$ cat config.mk
export PLATFORM = sky130hd
export DESIGN_NAME = mult8x8_seq_ctrl
export DESIGN_NICKNAME = d
export VERILOG_FILES = /design/src/rtl/mult8x8_seq_ctrl.sv
export SDC_FILE = /design/constraint.sdc
export NUM_CORES = 1
export LEC_CHECK = 0
export ABC_AREA = 1
export BUFFER_PORTS_ARGS = -buffer_cell sky130_fd_sc_hd__buf_2
export CAP_MARGIN = 5
export CORE_ASPECT_RATIO = 1.4
export CORE_MARGIN = 10
export CORE_UTILIZATION = 35
export DETAILED_ROUTE_END_ITERATION = 12
export SETUP_SLACK_MARGIN = 0.5
export SYNTH_ARGS = -nofsm -noshare
export SYNTH_HDL_FRONTEND = slang
export SYNTH_SLANG_ARGS = --single-unit
$ cat constraint.sdc
create_clock -name clk -period 4.2 [get_ports clk]
set_input_delay 0.84 -clock clk [delete_from_list [all_inputs] [get_ports clk]]
set_output_delay 0.84 -clock clk [all_outputs]
set_load 0.02 [all_outputs]
$ cat src/rtl/mult8x8_seq_ctrl.sv
// -----------------------------------------------------------------------------
// mult8x8_seq_ctrl
//
// Sequential 8x8 unsigned multiplier controller. The product is built from four
// 4x4 nibble products that are accumulated over four CALC cycles. The
// accumulation uses an external 16-bit adder: the block presents the shifted
// partial product on adder_a and the running accumulator on adder_b, and then
// registers adder_sum back into the accumulator.
//
// Ports
//   clk        in   1   rising-edge clock for all state
//   reset      in   1   synchronous active-high reset
//   start      in   1   begin a multiply (honoured only in IDLE or DONE)
//   dataa      in   8   unsigned multiplicand, captured on an accepted start
//   datab      in   8   unsigned multiplier, captured on an accepted start
//   adder_a    out 16   shifted partial product (0 outside CALC)
//   adder_b    out 16   running accumulator
//   adder_sum  in  16   external adder result (adder_a + adder_b mod 2^16)
//   product    out 16   accumulator; the final product while in DONE
//   busy       out  1   high in CALC
//   done_flag  out  1   high in DONE
//
// Optional feature
//   MULT_EARLY_ZERO_EN  when defined, an accepted start with a zero operand
//                       goes straight to DONE with a zero accumulator.
// -----------------------------------------------------------------------------
module mult8x8_seq_ctrl (
    input  logic        clk,
    input  logic        reset,
    input  logic        start,
    input  logic [7:0]  dataa,
    input  logic [7:0]  datab,
    output logic [15:0] adder_a,
    output logic [15:0] adder_b,
    input  logic [15:0] adder_sum,
    output logic [15:0] product,
    output logic        busy,
    output logic        done_flag
);

    typedef enum logic [1:0] {
        IDLE = 2'd0,
        CALC = 2'd1,
        DONE = 2'd2
    } state_t;

    state_t      state_reg, state_next;
    logic [1:0]  step_reg, step_next;
    logic [7:0]  a_reg, a_next;
    logic [7:0]  b_reg, b_next;
    logic [15:0] acc_reg, acc_next;

    logic [15:0] pp_cand [4];
    logic        zero_skip;

    // One candidate partial product per step. Step index bit 0 selects the
    // multiplicand nibble, bit 1 the multiplier nibble; the shift is the sum
    // of the two nibble weights.
    generate
        for (genvar gi = 0; gi < 4; gi++) begin : g_pp
            localparam int ASEL  = gi % 2;
            localparam int BSEL  = gi / 2;
            localparam int SHIFT = 4 * (ASEL + BSEL);

            logic [3:0] nib_a;
            logic [3:0] nib_b;
            logic [7:0] nib_prod;

            assign nib_a       = a_reg[4*ASEL +: 4];
            assign nib_b       = b_reg[4*BSEL +: 4];
            assign nib_prod    = {4'h0, nib_a} * {4'h0, nib_b};
            assign pp_cand[gi] = {8'h00, nib_prod} << SHIFT;
        end
    endgenerate

`ifdef MULT_EARLY_ZERO_EN
    assign zero_skip = (dataa == 8'h00) || (datab == 8'h00);
`else
    assign zero_skip = 1'b0;
`endif

    always_comb begin
        state_next = state_reg;
        step_next  = step_reg;
        a_next     = a_reg;
        b_next     = b_reg;
        acc_next   = acc_reg;

        case (state_reg)
            IDLE, DONE: begin
                if (start) begin
                    a_next     = dataa;
                    b_next     = datab;
                    acc_next   = 16'h0000;
                    step_next  = 2'd0;
                    state_next = zero_skip ? DONE : CALC;
                end
            end
            CALC: begin
                // start is deliberately not looked at here.
                acc_next  = adder_sum;
                step_next = step_reg + 2'd1;
                if (step_reg == 2'd3) begin
                    state_next = DONE;
                end
            end
            default: begin
                state_next = IDLE;
            end
        endcase
    end

    always_ff @(posedge clk) begin
        if (reset) begin
            state_reg <= IDLE;
            step_reg  <= 2'd0;
            a_reg     <= 8'h00;
            b_reg     <= 8'h00;
            acc_reg   <= 16'h0000;
        end else begin
            state_reg <= state_next;
            step_reg  <= step_next;
            a_reg     <= a_next;
            b_reg     <= b_next;
            acc_reg   <= acc_next;
        end
    end

    assign adder_a   = (state_reg == CALC) ? pp_cand[step_reg] : 16'h0000;
    assign adder_b   = acc_reg;
    assign product   = acc_reg;
    assign busy      = (state_reg == CALC);
    assign done_flag = (state_reg == DONE);

endmodule

==> metrics.md <==
| Metric | Value |
|---|---|
| P per Cell Area | `215.1 mW/mm²` |
| Worst-Skew Late Latency | `0.27 ns` |
| Pwr Total | `1022 µW` |
| Status | `finished, final reports clean` |
| CTS root buf | `clkbuf_16` |
| RSZ-0062 raised after global routing | `yes` |
| Internal | `724.4 µW` |
| Met2 Use GR | `24.00%` |
| Data required, critical path | `3.36 ns` |
| Initial antenna violation count | `0` |
| Via/cell ratio | `4.584` |
| Fin nets | `739` |
| Sink Count | `36` |
| Leakage | `0.002800 µW` |
| Syn_nets | `655` |
| Grt met3 use | `2.811%` |
| Yosys warnings | `0` |
| Vias | `3,566` |
| WL/cell | `13.05 µm` |
| Fin. Hold Viols | `0` |
| Clk buf depth | `2` |
| Initial drt markers | `126` |
| Area Growth Syn to Fin | `29.09%` |
| Max reg flops | `16` |
| Worst hold path class | `register to register` |
| R2R cell count | `7` |
| Total die area | `0.01508 mm²` |
| Yosys cell types | `32` |
| Reg clk slew, reported paths | `0.06 ns` |
| TritonCTS clock tree | `yes` |
| Least-Margin Pin Slew | `0.6638 ns` |
| # DRC | `0` |
| VDD IR-drop max | `0.0003148 V` |
| GPL Wtd Cong | `0.8915` |
| Largest net degree at the start of global routing | `37` |
| N_diodes | `0` |
| DR pass1 iterations | `5` |
| Final period util | `91.04%` |
| Sw frac | `29.15%` |
| Synthesized area | `0.003682 mm²` |
| Number of setup violations in the final report | `0` |
| Psw | `298.0 µW` |
| Initial Util | `35.58%` |
| Wire length of the first global-routing pass | `17,060 µm` |
| Sequential share of power | `37.4%` |
| Core Area | `0.01035 mm²` |
| Antenna viol nets, final | `0` |
| Clock group share of total power | `40.5%` |
| Cell Rows | `44` |
| Post-Layout Cell Count | `778` |
| Tot GR Track Use | `13.33%` |
| Mean Syn Cell Area | `6.635 µm²` |
| Max-cap check violation count | `0` |
| I/O Buffers | `84` |
| FF+latch count, synth | `36` |
| Worst-path fanout max | `3` |
| Chip Height | `141.4 µm` |
| Share of cells above drive strength 1 | `32.50%` |
| Hold path depth | `2` |
| Total Neg Setup Slack | `0 ns` |
| Slew margin rel. | `55.75%` |
| CP Capture Type | `output pin` |
| Final hold slack | `0.4711 ns` |
| Grt ovf | `0` |
| CTS buffer count | `5` |
| Met1 GRT Util | `15.45%` |
| Max-slew violations | `0` |
| Most Used Layer, Global Route | `met2` |
| Minimum clock period | `3.824 ns` |
| H-tree Lvls | `2` |
| Sequential share of the synthesized area | `19.57%` |
| Crit path launch type | `register` |
| Ports | `85` |
| Vias in the first global route | `3,725` |
| Combinational power share | `22.0%` |
| Most frequent cells in the layout | `175 x nand2_1, 88 x inv_1, 72 x buf_2` |
| Die width | `106.7 µm` |
| Commonest non-fill, non-tap cell in the layout | `nand2_1` |
| FILL cells | `1,085` |
| Cells after DPL | `741` |
| WS Path Type | `register to output pin` |
| Wirelength, routed | `10,160 µm` |
| Fin Clk Skew | `0.002408 ns` |
| Hold buffer count at CTS | `0` |
| Post-synthesis cell count | `555` |
| Post-DP HPWL | `7914 µm` |
| Crit path DAT | `2.98 ns` |
| Maximum clock rate | `0.2615 GHz` |
synthesized netlist by cell type (all sizes together):
cell type	instances	share of area, %
o21ai	6	1.0
nand3	18	2.4
inv	103	11
ha	49	17
o211ai	1	0.20
nand3b	2	0.41
or2	4	0.68
nor2	25	3.6
o31ai	1	0.20
a211oi	1	0.34
nand2	185	19
a21oi	55	7.8
nand4	3	0.51
fa	16	8.7
a31oi	2	0.34
clkbuf	19	1.9
dfxtp	36	20
xnor2	1	0.24
buf	24	4.8
o21bai	1	0.20
nor3	3	0.54
metrics by stage:
step	area (µm²)	util (%)	setup slack [ns]
final	4753	45.93	0.3762
after global routing	4753	45.93	0.2498
after CTS	4634	44.78	0.3490
after detailed placement	4089	39.51	0.2917
after global placement	4089	39.51	0.3624
after floorplan	3699	-	0.5034
worst paths after layout:
kind                                   start          end  slack, ns
worst max-delay path                a_reg[2]   adder_a[5]       0.38
worst min-delay path             adder_b[15]  adder_b[15]       0.47
worst max register to register  state_reg[0]   adder_b[2]       2.73
worst min register to register   adder_b[15]  adder_b[15]       0.47
layout make-up:
class	count	area (µm²)	share of cell area, %
tap	138	172.7	3.633
sequential	36	767.0	16.14
multi-input combinational	373	2505	52.70
timing repair buffer	120	747.0	15.71
inverter	103	394.1	8.292
clock inverter	3	42.54	0.8950
clock buffer	5	125.1	2.632
critical path: stages (launching register included):
cell and delay (ns):
dfxtp_4 0.36, nand2_2 0.06, fa_1 0.53, inv_1 0.06, fa_1 0.48, buf_6 0.15, ha_4 0.26, nand2_4 0.05
nor2_4 0.08, nor3_1 0.05, nand3b_1 0.23, a21oi_2 0.25, buf_6 0.15
power groups by stage:
stage          Clock, µW  Combinational, µW  Sequential [µW]
4_1_cts              426                223              383
6_report             415                225              383
2_1_floorplan          0                146              387
3_3_place_gp           0                189              397
5_1_grt              441                249              386
3_5_place_dp           0                189              398
cells by family after synthesis:
kind of cell,Yosys count,synth area share [%]
simple gates,240,27.28
compound gates,67,10.09
flops,36,19.57
fa+ha+maj,65,25.35
xor+xnor,1,0.2379
buf+inv,146,17.47
repair_timing:
action | in CTS | in global routing
pin swaps | 30 | 12
resized for setup | 64 | 26
buffers inserted | 26 | 3
endpoints found under the setup margin | 13 | 12
routing by layer:
metal	share of wire, %	vias up
met3	4.4	10
li1	-	1850
met4	1.5	0
met1	43	1615
met5	0	-
met2	51	91
Note: power is estimated with default switching activity, not from simulation.
